===== src/rtl/dot11_ant_select_n.sv =====
// rtl/dot11_ant_select_n.sv - N-antenna RX selector: RSSI argmax with hysteresis, dwell and packet lock.
// Optional ANT_SEL_RSSI_AVG_EN: 4-tap moving average of each antenna's RSSI feeds the selection.
module dot11_ant_select_n #(
  parameter int NUM_ANT  = 4,
  parameter int ANT_W    = 3,
  parameter int RSSI_W   = 11,
  parameter int SAMPLE_W = 32,
  parameter int HYST     = 6,
  parameter int DWELL    = 64
) (
  input  logic                         clock,
  input  logic                         rstn,
  input  logic                         enable,
  input  logic [NUM_ANT*RSSI_W-1:0]    rssi_half_db,
  input  logic [NUM_ANT*SAMPLE_W-1:0]  sample_in,
  input  logic                         sample_in_strobe,
  input  logic                         rx_busy,
  output logic [SAMPLE_W-1:0]          sample_out,
  output logic                         sample_out_strobe,
  output logic [ANT_W-1:0]             ant_select,
  output logic                         switch_stb,
  output logic [1:0]                   sel_state
);

  typedef enum logic [1:0] {
    S_TRACK = 2'd0,
    S_HOLD  = 2'd1,
    S_LOCK  = 2'd2
  } sel_state_t;

  localparam int CNT_W = (DWELL > 1) ? $clog2(DWELL) : 1;
  localparam logic [CNT_W-1:0]  DWELL_LOAD = CNT_W'(DWELL - 1);
  localparam logic [RSSI_W:0]   HYST_X     = (RSSI_W + 1)'(HYST);

  sel_state_t        state_q, state_d;
  logic [CNT_W-1:0]  cnt_q, cnt_d;
  logic [ANT_W-1:0]  ant_q, ant_d;
  logic              stb_d;
  logic              go;

  logic [RSSI_W-1:0]   rssi_eff [NUM_ANT];
  logic [ANT_W-1:0]    best_idx;
  logic [RSSI_W-1:0]   best_val;
  logic [RSSI_W-1:0]   cur_val;
  logic                sw_cond;
  logic [SAMPLE_W-1:0] sample_sel;

  assign go = enable & sample_in_strobe;

`ifdef ANT_SEL_RSSI_AVG_EN
  // Window is the current strobe's RSSI plus the three previous strobed values.
  logic [RSSI_W-1:0] hist_q  [NUM_ANT][3];
  logic [RSSI_W+1:0] avg_sum [NUM_ANT];

  always_ff @(posedge clock or negedge rstn) begin
    if (!rstn) begin
      for (int k = 0; k < NUM_ANT; k++) begin
        for (int t = 0; t < 3; t++) begin
          hist_q[k][t] <= '0;
        end
      end
    end else if (go) begin
      for (int k = 0; k < NUM_ANT; k++) begin
        hist_q[k][0] <= rssi_half_db[k*RSSI_W +: RSSI_W];
        hist_q[k][1] <= hist_q[k][0];
        hist_q[k][2] <= hist_q[k][1];
      end
    end
  end

  always_comb begin
    for (int k = 0; k < NUM_ANT; k++) begin
      avg_sum[k]  = (RSSI_W + 2)'(rssi_half_db[k*RSSI_W +: RSSI_W])
                  + (RSSI_W + 2)'(hist_q[k][0])
                  + (RSSI_W + 2)'(hist_q[k][1])
                  + (RSSI_W + 2)'(hist_q[k][2]);
      rssi_eff[k] = avg_sum[k][RSSI_W+1:2];
    end
  end
`else
  always_comb begin
    for (int k = 0; k < NUM_ANT; k++) begin
      rssi_eff[k] = rssi_half_db[k*RSSI_W +: RSSI_W];
    end
  end
`endif

  // Strict greater-than keeps the lowest index on ties; the extra bit stops cur+HYST wrapping.
  always_comb begin
    best_idx = '0;
    best_val = rssi_eff[0];
    cur_val  = rssi_eff[0];
    for (int k = 1; k < NUM_ANT; k++) begin
      if (rssi_eff[k] > best_val) begin
        best_val = rssi_eff[k];
        best_idx = ANT_W'(k);
      end
    end
    for (int k = 0; k < NUM_ANT; k++) begin
      if (ant_q == ANT_W'(k)) cur_val = rssi_eff[k];
    end
    sw_cond = {1'b0, best_val} > ({1'b0, cur_val} + HYST_X);
  end

  always_comb begin
    sample_sel = sample_in[SAMPLE_W-1:0];
    for (int k = 0; k < NUM_ANT; k++) begin
      if (ant_q == ANT_W'(k)) sample_sel = sample_in[k*SAMPLE_W +: SAMPLE_W];
    end
  end

  always_comb begin
    state_d = state_q;
    cnt_d   = cnt_q;
    ant_d   = ant_q;
    stb_d   = 1'b0;
    if (go) begin
      case (state_q)
        S_TRACK: begin
          if (rx_busy) begin
            state_d = S_LOCK;
          end else if (sw_cond) begin
            ant_d   = best_idx;
            stb_d   = 1'b1;
            cnt_d   = DWELL_LOAD;
            state_d = S_HOLD;
          end
        end
        S_HOLD: begin
          if (rx_busy)            state_d = S_LOCK;
          else if (cnt_q == '0)   state_d = S_TRACK;
          else                    cnt_d   = cnt_q - CNT_W'(1);
        end
        S_LOCK: begin
          if (!rx_busy) state_d = S_TRACK;
        end
        default: state_d = S_TRACK;
      endcase
    end
  end

  always_ff @(posedge clock or negedge rstn) begin
    if (!rstn) begin
      state_q           <= S_TRACK;
      cnt_q             <= '0;
      ant_q             <= '0;
      switch_stb        <= 1'b0;
      sample_out_strobe <= 1'b0;
      sample_out        <= '0;
    end else begin
      state_q           <= state_d;
      cnt_q             <= cnt_d;
      ant_q             <= ant_d;
      switch_stb        <= stb_d;
      sample_out_strobe <= go;
      if (go) sample_out <= sample_sel;
    end
  end

  assign ant_select = ant_q;
  assign sel_state  = state_q;

endmodule

===== config.mk =====
export PLATFORM = sky130hd
export DESIGN_NAME = dot11_ant_select_n
export DESIGN_NICKNAME = d
export VERILOG_FILES = /design/src/rtl/dot11_ant_select_n.sv
export SDC_FILE = /design/constraint.sdc
export NUM_CORES = 1
export LEC_CHECK = 0
export CAP_MARGIN = 20
export CORE_ASPECT_RATIO = 0.5
export CORE_UTILIZATION = 39
export CTS_BUF_LIST = sky130_fd_sc_hd__clkbuf_16
export CTS_CLUSTER_SIZE = 10
export DETAILED_ROUTE_END_ITERATION = 12
export PLACE_DENSITY = 0.9
export SYNTH_ARGS = -nofsm -noshare
export SYNTH_HDL_FRONTEND = slang
export SYNTH_SLANG_ARGS = --single-unit
export TNS_END_PERCENT = 1

===== constraint.sdc =====
create_clock -name clock -period 3.17 [get_ports clock]
set_input_delay 0.317 -clock clock [delete_from_list [all_inputs] [get_ports clock]]
set_output_delay 0.317 -clock clock [all_outputs]
set_load 0.1 [all_outputs]

==> flow_summary.yaml <==
outcome:
  outcome: "finished, violations left"
  violations: "setup timing"
cells_and_area:
  flow.area_growth_from_synthesis_pct: 85.8
  antennaDiodeCount: 0
  num-nets-final: 985
  layout-drive-gt1-share: 0.445
  fillCellCount: 668
yosys:
  yosys.area_share.xor_xnor: 0.0150
  synthDominantCellAreaShare: 0.235
  synthesis.nets: 654
  register_bit_count_reported_by_yosys: 44
  synthTopCellsByArea: "dfrtp_1 (24%), mux4_2 (20%), ha_1 (13%)"
  yosys_warnings: 0
  synth_compound_gate_area_share: 0.180
  netlist_area_um2: 4680
  async_reset_ff_frac: 1.00
  synth.area.mux_share: 0.289
  synth_area_per_cell_um2: 10.9
  synthDominantAreaCellType: "dfrtp_1"
  post_synth_num_cell_types: 59
  dominantRegCellSynth: "dfrtp_1"
  synth_seq_area_share: 0.235
  post_synth_fa_ha_maj_area_fraction: 0.126
  combinational_family_with_the_most_area_after_synthesis: "multiplexers"
  netlist_instances: 430
  synth-simple-area-share: 0.106
  synth_enable_flop_cells: 0
floorplan:
  placement_rows: 27
  die_y_um: 79.5
  core-area_um2: 11300
  io-pin-count: 216
  dieArea_um2: 12500
  die-width_um: 157
  initial_utilization: 0.414
global_route:
  initial_antenna_violation_count: 0
  grt_max_degree: 45
  grtUsageTotal: 0.325
  grt_overflow: 0
  grt_pass1_vias: 5721
  global_route_wire_length_before_repair_um: 30500
timing:
  setup_repair_after_global_routing_missed_its_margin: "true"
  layout_min_cycle_time_ns: 5.84
  slew_headroom: 0.316
  layout_setup_ws_ns: -2.67
  timing_hold_violations_final: 0
  fin_crit_sh: 1.84
  hold_slack_ns: 0.390
  worst_clock_skew_ns: 0.00917
  setup-tns-final_ns: -26.24
  fmaxAchievable_mhz: 171
  finalMaxSlewViolations: 0
  tightest_slew_ns: 1.02
  setup_violators_final: 10
setup_path:
  critical_path.endpoint_type: "register"
  regToRegEndpoint: "cnt_q[1]$_DFFE_PN0P_"
  critical-path-max-stage-delay_ns: 0.42
  cp_data_arrival_time_ns: 6.04
  timing.critical_path.mode_cell: "ha_1"
  critPathTopFamily: "compound AO/OA/AOI/OAI gates"
  regToRegSetupSlack_ns: -0.09
  ff2ff_path_depth: 14
  timing.critical_path.from: "rssi_half_db[0]"
  crit_required_ns: 3.36
  critical_path_class: "input port to register"
  timing.critical_path.depth: 32
  start_kind: "input port"
  critical_path.reg2reg.startpoint: "ant_select[0]$_DFFE_PN0P_"
  cp_slowest_cell: "or3_4"
  critical_path_peak_fanout: 8
  setup.worst_path.end: "cnt_q[3]$_DFFE_PN0P_"
  timing.critical_path.buf_inv: 5
power_and_ir_drop:
  power_frac_comb: 0.778
  netSwitchingPower_mw: 3.99
  p_leak_nw: 3.61
  power.internal_mw: 3.49
  post-layout-total-power_mw: 7.49
  power.sequential.fraction: 0.140
  power-per-cell-area_nw_per_um2: 861
  clock_power_share: 0.082
  ir_worst_vdd_v: 0.000484
  p_sw_frac: 0.533
clock_tree:
  tritoncts_clock_tree: "done"
  cts.sink_count: 44
  clock-root-buffer: "clkbuf_16"
  clk_transition_reported_paths_ns: 0.07
  cts_buf_count: 5
  cts.path.max_buffers: 2
  clk-insertion-delay-late_ns: 0.29
  h-tree-depth: 2
placed_design:
  routabilityCongestion: 1.06
  hpwlAfterDp_um: 15000
  port_buffers: 214
routing:
  wl_per_cell_um: 22.2
  via_density_per_instance: 5.94
  final_antenna_net_count: 0
  dr_total_vias: 5471
  detailedRoute.firstIterationViolations: 453
  drt_first_pass_iters: 5
  drc_errors: 0
  finalWirelength_um: 20500
hold_path:
  hp-class: "input port to asynchronous set/reset pin"
job:
  timing.max_cap.violations: 0
[layout make-up]
cell class	count	area (um2)	share of cell area
multi-input combinational	337	3930	0.452
timing repair buffer	348	3180	0.365
sequential	44	1100	0.127
tap	159	199	0.0229
clock buffer	5	125	0.0144
inverter	25	116	0.0134
clock inverter	3	46.3	0.00532
[sequential cells by signal (all words and copies together) (netlist names)]
register,flops
sample_out_strobe,1
ant_select,2
switch_stb,1
sel_state,2
cnt_q,6
sample_out,32
[routing by layer]
layer | up-vias | wire [um] | GRT usage
met4 | 0 | 878 | 0.150
met3 | 84 | 1720 | 0.0738
met2 | 301 | 10500 | 0.597
li1 | 2376 | - | -
met5 | - | 0 | 0
met1 | 2710 | 7380 | 0.361
[worst min path at each step]
stage / to / depth (start not counted) / from / slack (ns)
global placement: sample_out[12]$_DFFE_PN0P_ / 1 / sample_out[12]$_DFFE_PN0P_ / 0.49
finish: sample_out[7]$_DFFE_PN0P_ / 2 / rstn / 0.39
global route: sample_out[6]$_DFFE_PN0P_ / 2 / rstn / 0.43
floorplan: ant_select[0]$_DFFE_PN0P_ / 0 / rstn / 0.02
detailed placement: cnt_q[5]$_DFFE_PN0P_ / 1 / cnt_q[5]$_DFFE_PN0P_ / 0.49
CTS: sample_out[7]$_DFFE_PN0P_ / 1 / rstn / 0.22
[power by group through the flow]
stage | Clock, mW | Combinational [mW] | Sequential [mW]
after global placement | 0 | 5.20 | 1.02
final | 0.613 | 5.83 | 1.05
after global routing | 0.640 | 6.05 | 1.09
after CTS | 0.618 | 5.68 | 1.04
after floorplan | 0 | 2.08 | 2.70
after detailed placement | 0 | 5.34 | 1.05
[logic make-up after synthesis]
group | after synthesis
muxes | 78
buffers and inverters | 50
other | 1
and+or+nand+nor | 89
adders and majority gates | 47
DFF | 44
xor gates and xnor gates | 8
AOI/OAI and AO/OA | 113
[repair_timing]
item	4_1_cts	5_1_grt
endpoints found under the hold margin	0	3
endpoints found under the setup margin	10	10
hold buffers	0	1
resized for setup	173	5
pin swaps	61	4
buffers inserted	20	1
cloned	2	0
[synthesized netlist by cell type, types with 3 or more instances]
| library cell | instances |
|---|---|
| o2bb2ai_1 | 9 |
| a22oi_1 | 10 |
| a21o_1 | 7 |
| buf_1 | 5 |
| ha_1 | 47 |
| nor2_1 | 15 |
| o21ai_0 | 15 |
| inv_1 | 23 |
| nand3_1 | 11 |
| a21oi_1 | 17 |
| nor2b_1 | 4 |
| mux2_2 | 35 |
| nand2_1 | 20 |
| a221oi_1 | 9 |
| and3_1 | 11 |
| mux4_2 | 41 |
| nand4_1 | 6 |
| xnor2_1 | 3 |
| o31ai_2 | 3 |
| clkbuf_1 | 8 |
| dfrtp_1 | 44 |
| buf_2 | 8 |
| o21a_1 | 4 |
| nor3_1 | 8 |
| o211ai_1 | 11 |
| xor2_1 | 5 |
| o21bai_1 | 10 |
[through the flow]
stage	std cells	setup WS, ns	util	instance area, um2
finish	921	-2.67	0.768	8700
global placement	888	-3.39	0.699	7920
detailed placement	888	-3.49	0.699	7920
CTS	918	-2.31	0.764	8640
floorplan	430	-2.34	-	4900
global route	921	-2.84	0.768	8700
[cells in the final DEF (no fill, tap or decap), types with 3 or more instances in the layout]
cell and n:
nand3_2 4, o31ai_2 3, clkdlybuf4s50_1 187, a221oi_2 5, a21oi_1 12, clkbuf_16 5
a21oi_2 5, and3_1 10, o211ai_1 11, o21ai_0 7, buf_6 15, ha_4 13
buf_12 3, mux4_2 41, inv_1 12, a21o_1 7, ha_1 33, inv_2 8
o21bai_1 9, a221oi_4 4, buf_2 10, nor3_2 3, o21ai_2 6, mux2_2 35
xor2_1 5, nor3_1 5, o21a_1 3, buf_4 127, xnor2_1 3, a22oi_2 8
a211oi_2 3, nand4_1 6, nor2_1 12, o2bb2ai_1 5, nand2_1 18, clkdlybuf4s15_2 3
nand3_1 7, dfrtp_1 42
Power figures use the tool's default switching activity.
